<file path="config.mk">
export PLATFORM = sky130hd
export DESIGN_NAME = lut_config_loader
export DESIGN_NICKNAME = d
export VERILOG_FILES = /design/src/rtl/fabric_cfg_pkg.sv /design/src/rtl/lut_shadow_slot.sv /design/src/rtl/lut_config_loader.sv
export SDC_FILE = /design/constraint.sdc
export NUM_CORES = 2
export LEC_CHECK = 0
export BUFFER_PORTS_ARGS = -buffer_cell sky130_fd_sc_hd__clkbuf_2
export CAP_MARGIN = 20
export CORE_UTILIZATION = 35
export CTS_CLUSTER_DIAMETER = 80
export DETAILED_ROUTE_END_ITERATION = 7
export PLACE_DENSITY_LB_ADDON = 0.1
export SYNTH_ARGS = -nofsm -noshare
export SYNTH_HDL_FRONTEND = slang
export SYNTH_SLANG_ARGS = --single-unit
</file>
<file path="constraint.sdc">
create_clock -name clock -period 4.5 [get_ports clock]
set_input_delay 0.225 -clock clock [delete_from_list [all_inputs] [get_ports clock]]
set_output_delay 0.225 -clock clock [all_outputs]
set_load 0.01 [all_outputs]
</file>
<file path="src/rtl/fabric_cfg_pkg.sv">
// Shared definitions for the LUT fabric configuration path.
// Holds the default LUT/word geometry, the words-per-LUT calculation and the
// loader FSM state type.
package fabric_cfg_pkg;

  // 32 truth-table bits plus the output-register select bit (MSB).
  localparam int unsigned LUT_BITS_DEFAULT = 33;
  localparam int unsigned WORD_W_DEFAULT   = 32;

  // Words needed to cover one LUT configuration (ceiling division).
  function automatic int unsigned calc_wpl(input int unsigned lut_bits,
                                           input int unsigned word_w);
    return (lut_bits + word_w - 1) / word_w;
  endfunction

  typedef enum logic [1:0] {
    StIdle,
    StLoad,
    StDone
  } cfg_state_e;

endpackage

</file>
<file path="src/rtl/lut_shadow_slot.sv">
// Shadow register for a single LUT configuration.
// Ports:
//   clock, reset_n : clock and asynchronous active-low reset
//   wr_en          : write the selected word this cycle
//   wr_sel         : index of the word within the LUT (0 = low word)
//   wr_data        : configuration word
//   data_next      : shadow contents after this cycle's write (used for the
//                    same-edge commit of the final word)
module lut_shadow_slot #(
  parameter int unsigned LUT_BITS = 33,
  parameter int unsigned WORD_W   = 32,
  parameter int unsigned WPL      = 2,
  parameter int unsigned SEL_W    = 1
) (
  input  logic                clock,
  input  logic                reset_n,
  input  logic                wr_en,
  input  logic [SEL_W-1:0]    wr_sel,
  input  logic [WORD_W-1:0]   wr_data,
  output logic [LUT_BITS-1:0] data_next
);

  logic [LUT_BITS-1:0] data_q;

  for (genvar w = 0; w < WPL; w++) begin : g_word
    localparam int unsigned Lo     = w * WORD_W;
    localparam int unsigned Hi     = (Lo + WORD_W > LUT_BITS) ? LUT_BITS : Lo + WORD_W;
    localparam int unsigned SliceW = Hi - Lo;

    assign data_next[Hi-1:Lo] = (wr_en && (wr_sel == SEL_W'(w))) ? wr_data[SliceW-1:0]
                                                                  : data_q[Hi-1:Lo];

    // Bits of the last word beyond LUT_BITS are discarded by design.
    if (SliceW < WORD_W) begin : g_trunc
      logic unused_hi;
      assign unused_hi = ^wr_data[WORD_W-1:SliceW];
    end
  end

  always_ff @(posedge clock or negedge reset_n) begin
    if (!reset_n) begin
      data_q <= '0;
    end else begin
      data_q <= data_next;
    end
  end

endmodule

</file>
<file path="src/rtl/lut_config_loader.sv">
// Streaming configuration loader for the LUT fabric.
// Assembles WORD_W-wide words (low word of each LUT first) into per-LUT
// shadow registers and commits the whole image atomically to cfg_mem on the
// edge that accepts the final word. The previous image stays live meanwhile.
// Ports:
//   clock, reset_n        : clock and asynchronous active-low reset
//   start                 : begin / restart a load (wins over a same-cycle accept)
//   word_valid/word_data  : word stream input; word_ready high only while loading
//   cfg_mem, cfg_valid    : committed image; cfg_valid sticks until reset
//   busy, done, lut_idx   : load in progress, commit pulse, LUT being filled
module lut_config_loader
  import fabric_cfg_pkg::*;
#(
  parameter int unsigned NUM_LUTS = 20,
  parameter int unsigned LUT_BITS = LUT_BITS_DEFAULT,
  parameter int unsigned WORD_W   = WORD_W_DEFAULT
) (
  input  logic                         clock,
  input  logic                         reset_n,
  input  logic                         start,
  input  logic                         word_valid,
  input  logic [WORD_W-1:0]            word_data,
  output logic                         word_ready,
  output logic [NUM_LUTS*LUT_BITS-1:0] cfg_mem,
  output logic                         cfg_valid,
  output logic                         busy,
  output logic                         done,
  output logic [$clog2(NUM_LUTS)-1:0]  lut_idx
);

  localparam int unsigned WPL  = calc_wpl(LUT_BITS, WORD_W);
  localparam int unsigned CntW = (WPL > 1) ? $clog2(WPL) : 1;
  localparam int unsigned IdxW = $clog2(NUM_LUTS);
  localparam int unsigned ImgW = NUM_LUTS * LUT_BITS;

  cfg_state_e      state_q, state_d;
  logic [CntW-1:0] word_cnt_q, word_cnt_d;
  logic [IdxW-1:0] lut_idx_q, lut_idx_d;
  logic [ImgW-1:0] cfg_mem_q;
  logic            cfg_valid_q;
  logic            accept;
  logic            commit;
  logic [ImgW-1:0] shadow_next;

  always_comb begin
    state_d    = state_q;
    word_cnt_d = word_cnt_q;
    lut_idx_d  = lut_idx_q;
    accept     = 1'b0;
    commit     = 1'b0;
    unique case (state_q)
      StIdle: begin
        if (start) begin
          state_d    = StLoad;
          word_cnt_d = '0;
          lut_idx_d  = '0;
        end
      end
      StLoad: begin
        if (start) begin
          // Restart: the word offered this cycle is dropped.
          word_cnt_d = '0;
          lut_idx_d  = '0;
        end else if (word_valid) begin
          accept = 1'b1;
          if (word_cnt_q == CntW'(WPL - 1)) begin
            word_cnt_d = '0;
            if (lut_idx_q == IdxW'(NUM_LUTS - 1)) begin
              lut_idx_d = '0;
              commit    = 1'b1;
              state_d   = StDone;
            end else begin
              lut_idx_d = lut_idx_q + IdxW'(1);
            end
          end else begin
            word_cnt_d = word_cnt_q + CntW'(1);
          end
        end
      end
      StDone: begin
        if (start) begin
          state_d    = StLoad;
          word_cnt_d = '0;
          lut_idx_d  = '0;
        end else begin
          state_d = StIdle;
        end
      end
      default: state_d = StIdle;
    endcase
  end

  for (genvar k = 0; k < NUM_LUTS; k++) begin : g_slot
    lut_shadow_slot #(
      .LUT_BITS (LUT_BITS),
      .WORD_W   (WORD_W),
      .WPL      (WPL),
      .SEL_W    (CntW)
    ) u_slot (
      .clock     (clock),
      .reset_n   (reset_n),
      .wr_en     (accept && (lut_idx_q == IdxW'(k))),
      .wr_sel    (word_cnt_q),
      .wr_data   (word_data),
      .data_next (shadow_next[k*LUT_BITS +: LUT_BITS])
    );
  end

  always_ff @(posedge clock or negedge reset_n) begin
    if (!reset_n) begin
      state_q     <= StIdle;
      word_cnt_q  <= '0;
      lut_idx_q   <= '0;
      cfg_mem_q   <= '0;
      cfg_valid_q <= 1'b0;
    end else begin
      state_q    <= state_d;
      word_cnt_q <= word_cnt_d;
      lut_idx_q  <= lut_idx_d;
      if (commit) begin
        // shadow_next already includes the final word accepted on this edge.
        cfg_mem_q   <= shadow_next;
        cfg_valid_q <= 1'b1;
      end
    end
  end

  assign word_ready = (state_q == StLoad);
  assign busy       = (state_q == StLoad);
  assign done       = (state_q == StDone);
  assign lut_idx    = lut_idx_q;
  assign cfg_mem    = cfg_mem_q;
  assign cfg_valid  = cfg_valid_q;

endmodule

</file>
**Yosys cells after proc, flatten, opt, wreduce, memory -nomap -nowiden**

Cells that the tools add are included.

- Logic and storage cells: 190
- Flip-flop bits (word level): 1329
- Input bits: 36
- Output and inout port bits: 669

- Multiplexer cells: 66
- Bitwise logic cells: 1
- Reduce and logical (&&, ||, !) cells: 67
- Add/sub/neg operators: 2
- Eq/ne operators: 29

Operators with widths:

| cell | number |
|---|---|
| $mux 32 | 20 |
| $logic_and 1x1->1 | 60 |
| $eq 5x4->1 const B | 8 |
| $mux 1 | 33 |
| $mux 5 | 5 |
| $eq 5x3->1 const B | 4 |
| $eq 5x5->1 const B | 4 |
| $eq 5x2->1 const B | 2 |
| $mux 2 | 5 |
| $pmux 5 s2 | 1 |
| $ne 2x1->1 const B | 3 |
| $ne 2x2->1 const B | 3 |
| $pmux 2 s3 | 1 |
| $add 5x1->5 const B | 1 |
| $eq 5x1->1 const B | 1 |
| $logic_not 5->1 | 1 |
| $reduce_and 5->1 | 1 |
| $reduce_and 4->1 | 1 |
| $ne 3x2->1 const B | 1 |
| $ne 3x3->1 const B | 1 |
| $reduce_and 3->1 | 1 |
| $eq 2x1->1 const B | 1 |
| $eq 2x2->1 const B | 1 |
| $logic_not 2->1 | 1 |
| 5 further kinds | 5 |

**Depth between registers and ports, before layout**

- Depth in word-level cells: 6
- Mapped depth: 7
- Depth with buffers taken out: 5

**By module**

A second synthesis with hierarchy kept.

- Cell total of the unflattened synthesis: 2921
- Area, all modules: 53213.5 µm²

Modules (own cells, without submodules):

| module | sequential area each (µm²) | area each (µm²) | times used | cells an instance |
|---|---|---|---|---|
| lut_shadow_slot | 825.8 | 1398.8 | 20 | 72 |
| lut_config_loader | 16741.1 | 25236.7 | 1 | 1481 |

**Worst setup path before layout**

Ideal clock, no wire load.

- Path kind: register to register
- Start: register lut_idx_q[0], in the netlist lut_idx[0]
- End: register g_slot[12].u_slot.data_q[14]
- Setup slack: 2349 ps
- Period minus slack after synthesis: 2151 ps
- Cell stages (with the launch flop): 8
- Buffers on the path: 2
- Library setup time: 125 ps
- Arrival time: 2026 ps
- Data required time: 4375 ps
- Cell sequence: dfrtp_1 > inv_1 > ha_1 > nor3b_1 > and4_1 > clkbuf_1 > buf_2 > mux2_2

- Word-level cells in the longest chain between the ends: 4

RTL lines:

| what | line | RTL |
|---|---|---|
| start, declared | lut_config_loader.sv:38 | `logic [IdxW-1:0] lut_idx_q, lut_idx_d;` |
| start signal, assigned | lut_config_loader.sv:119 | `lut_idx_q <= lut_idx_d;` |
| $eq 5x4->1 | lut_config_loader.sv:102 | `.wr_en (accept && (lut_idx_q == IdxW'(k))),` |
| $logic_and 1x1->1 | lut_config_loader.sv:102 |  |
| $logic_and 1x1->1 | lut_shadow_slot.sv:30 | `assign data_next[Hi-1:Lo] = (wr_en && (wr_sel == SEL_W'(w))) ? wr_data[SliceW-1:0]` |
| $mux 32 | lut_shadow_slot.sv:30 |  |
| named net g_slot[12].u_slot.data_next[14] | lut_shadow_slot.sv:20 | `output logic [LUT_BITS-1:0] data_next` |
| end signal, assigned | lut_shadow_slot.sv:44 | `data_q <= data_next;` |
| end, declared | lut_shadow_slot.sv:23 | `logic [LUT_BITS-1:0] data_q;` |

The timed path passes the listed nets, and every way through them passes these cells.
A chain may end at the register's enable or synchronous reset.

**Final worst setup path**

- Start: register lut_idx_q[1], in the netlist lut_idx[1]
- End: register g_slot[5].u_slot.data_q[2]

- Word-level cells in the longest chain between the ends: 4

RTL lines:

| what | line |
|---|---|
| $eq 5x3->1 | lut_config_loader.sv:102 |
| $logic_and 1x1->1 | lut_config_loader.sv:102 |
| $logic_and 1x1->1 | lut_shadow_slot.sv:30 |
| $mux 32 | lut_shadow_slot.sv:30 |
| named net g_slot[5].u_slot.data_next[2] | lut_shadow_slot.sv:20 |
| end signal, assigned | lut_shadow_slot.sv:44 |
| end, declared | lut_shadow_slot.sv:23 |

The timed path passes the listed nets, and every way through them passes these cells.

==> key figures <==
GRT
  – Initial antenna violation count: 15
  – Vias in the first global route: ~28,000
  – Congestion Overflow GR: 0
  – Pin count of the biggest net entering global routing: 142
  – Total track usage: around a fifth
  – First-pass GRT wire length: between 200 and 250 mm

Floorplanning
  – Die width: roughly 380 um
  – Die area: 144,000 um2
  – Chip height: between 300 and 400 um
  – CORE AREA: between 100,000 and 150,000 um2
  – Row count: about 140
  – IO Count: 705
  – Initial Utilization: approximately a third

Worst setup path
  – Crit path max-delay cell type: nand3_2
  – Critical Path RT: ~5000 ps
  – Critical-path maximum fanout: 19
  – Worst Path Buf+Inv: 2
  – Max incr delay on CP: slightly below 800 ps
  – WS Path Type: flop to flop
  – Worst path top cell family by delay: simple AND/OR/NAND/NOR gates
  – Critical Path Start Type: flop
  – Setup crit end kind: flop
  – Worst path cell trace: inv_1 -> ha_1 -> nor3b_1 -> nand3_2 -> buf_4 -> mux2_2
  – Arrival time worst endpoint: 3730 ps

Detailed routing
  – Initial DRC Count: 1,114
  – Routed WL: approximately 140 mm
  – Wire length per cell: about 25 um
  – Vias: about 27,000
  – Residual DRC: 0
  – Vias per cell: ~4.8
  – Antenna Nets Post-Route: 0
  – Router iterations before antenna repair: 4

Yosys
  – Main combinational cell family by area after synthesis: multiplexers
  – Post-synthesis xor/xnor area fraction: 0%
  – Adder-Cell Fraction of Synth Area: less than 1%
  – Mux share of post-synthesis cell area: between 20 and 30%
  – Post-synthesis compound-gate area fraction: less than 1%
  – Avg Cell Area, Syn: roughly 17 um2
  – Netlist cell types: 33
  – Register area share after synthesis: between 60% and 70%
  – Register bit total from synthesis: 1,328
  – Post-Synth Simple-Gate Area: less than 1%
  – Synthesized area: between 40,000 and 50,000 um2
  – Mapped Nets: 3,006
  – Syn Inst Count: just under 3,000
  – Synth warn: 0

Layout
  – Final cell count without fillers: 5,670
  – Filler cell count: between 10,000 and 15,000
  – Final core occ: 42.7%
  – Commonest non-fill, non-tap cells in the layout: 1,328 x dfrtp_1, 1,252 x mux2_2, 703 x clkbuf_2
  – Commonest non-fill, non-tap cell in the layout: dfrtp_1
  – Final net count: ~3,700
  – FF+latch area: 33,200 um2
  – Multi-input logic area: approximately 16,000 um2
  – Share of post-route cells with drive strength above 1: a little under 60%
  – P&R area growth vs syn: 21.1%

Clock network
  – CTS root buf: clkbuf_16
  – TritonCTS Buffers: 149
  – Clock Sinks: around 1,300
  – Clock Latency Late Sink: just under 800 ps
  – CTS tree: built
  – Max Buffers Root-to-Sink: 3
  – Clock transition at path regs: about 60 ps
  – H-Tree Depth: 4

Timing
  – Max_slew headroom: 29.3%
  – Min Hold Slack: -10.2 ps
  – Hold Fails Final Rpt: 2
  – Final setup violation count: 0
  – Fmax: 324 MHz
  – Post-layout min period: between 3000 and 4000 ps
  – Worst-margin pin slew: between 1000 and 1500 ps
  – Unrepaired setup endpoints after global routing: false
  – Final Skew: around 21 ps
  – Fin. max-slew vios: 0
  – Setup_tns: 0 ps
  – Final period util: slightly below 70%

Placement
  – Dpl hpwl: ~90 mm
  – Port Buffers: ~700
  – RD Place Congestion: around 0.77
  – Placed instance count: 5,401

Run status
  – Status: complete, but fails checks
  – Failing checks: negative hold slack

Power and ir drop
  – P_leak: 32.3 nW
  – Total power: roughly 27 mW
  – Maximum VDD drop: about 0.26 mV
  – Power Density: around 440 nW/um2

Flow run
  – Max-cap violations: 0

Hold path
  – Tightest Hold Check Type: input pin to asynchronous set/reset pin
[synthesized netlist by cell type, drive strengths merged]
library cell,instances,area [um2]
a211oi,1,7.51
a21oi,1,5.00
a22o,1,8.76
a31o,1,8.76
a31oi,1,6.26
a32o,1,10.0
and2,1,6.26
and3,1,6.26
and3b,5,43.8
and4,3,26.3
and4bb,2,25.0
buf,124,672
clkbuf,91,342
dfrtp,1328,33200
ha,5,62.6
inv,6,22.5
mux2,1323,14900
nand2,3,11.3
nand2b,3,18.8
nand3,27,135
nand4,13,81.3
nand4bb,1,11.3
nor2,3,11.3
nor2b,6,37.5
nor3b,6,56.3
o21ai,5,25.0
o22ai,2,12.5
o31ai,1,7.51
[sequential cells by signal, summed over array words and instances, names as in the netlist]
register and flops:
cfg_mem 660, g_slot.u_slot.data_q 659, lut_idx 5, state_q 2, cfg_valid 1, word_cnt_q 1
[path summary, 6_finish.rpt]
check,startpoint,endpoint,slack (ps),cells past startpoint
min in group clock,word_data[1],g_slot[7].u_slot.data_q[1],250,2
max in group asynchronous,reset_n,cfg_mem[87],3050,3
max,lut_idx[1],g_slot[5].u_slot.data_q[2],1410,6
min,reset_n,cfg_mem[211],-10,2
min reg2reg,cfg_valid,cfg_valid,470,1
max reg2reg,lut_idx[1],g_slot[5].u_slot.data_q[2],1410,6
[per-layer routing]
metal  up-vias  wire (um)  GRT usage, %
met3       215      11300          6.78
li1      11876          -             -
met1     14521      59900          25.3
met5         -         57             0
met2       634      67000          31.3
met4         8       4110          6.62
[repair_timing]
item | 4_1_cts | 5_1_grt
endpoints found under the hold margin | 117 | 0
setup buffers | 0 | 0
hold buffers | 5 | 0
gates resized for setup | 0 | 0
[report_power, final]
part           switching (mW)  leakage, nW  internal, mW  total (mW)
Combinational           0.686         11.6         0.642        1.33
Clock                    4.92         2.38          7.17        12.1
Sequential              0.372         18.3          12.7        13.1
Total                    5.98         32.3          20.5        26.5
[metrics by stage]
step                      instance area [um2]  setup WS [ps]
final                                   60300           1410
after detailed placement                55400           1430
after global placement                  55400           1430
after global routing                    60300           1220
after floorplan                         49800           2350
after CTS                               60300           1400
[area by class of cell]
cell class,count,share of cell area (%)
flip-flops and latches,1328,55.1
repair buffers,766,7.01
multi-input cells,1416,25.8
clock buffers,238,7.57
inverters,6,0.0373
clock inverters,25,0.521
well taps,1890,3.92
diodes,1,0.00415
[cell families after synthesis]
kind of cell / Yosys count
compound gates: 14
mux: 1323
buf+inv: 221
fa+ha+maj: 5
flops: 1328
simple gates: 74
[worst reg2reg max path, cell delays in order (launching register included)]
cell and delay [ps]:
dfrtp_1 420, inv_1 120, ha_1 250, nor3b_1 650, nand3_2 770, buf_4 480, mux2_2 280
No activity file was read; power rests on OpenSTA's default activity.
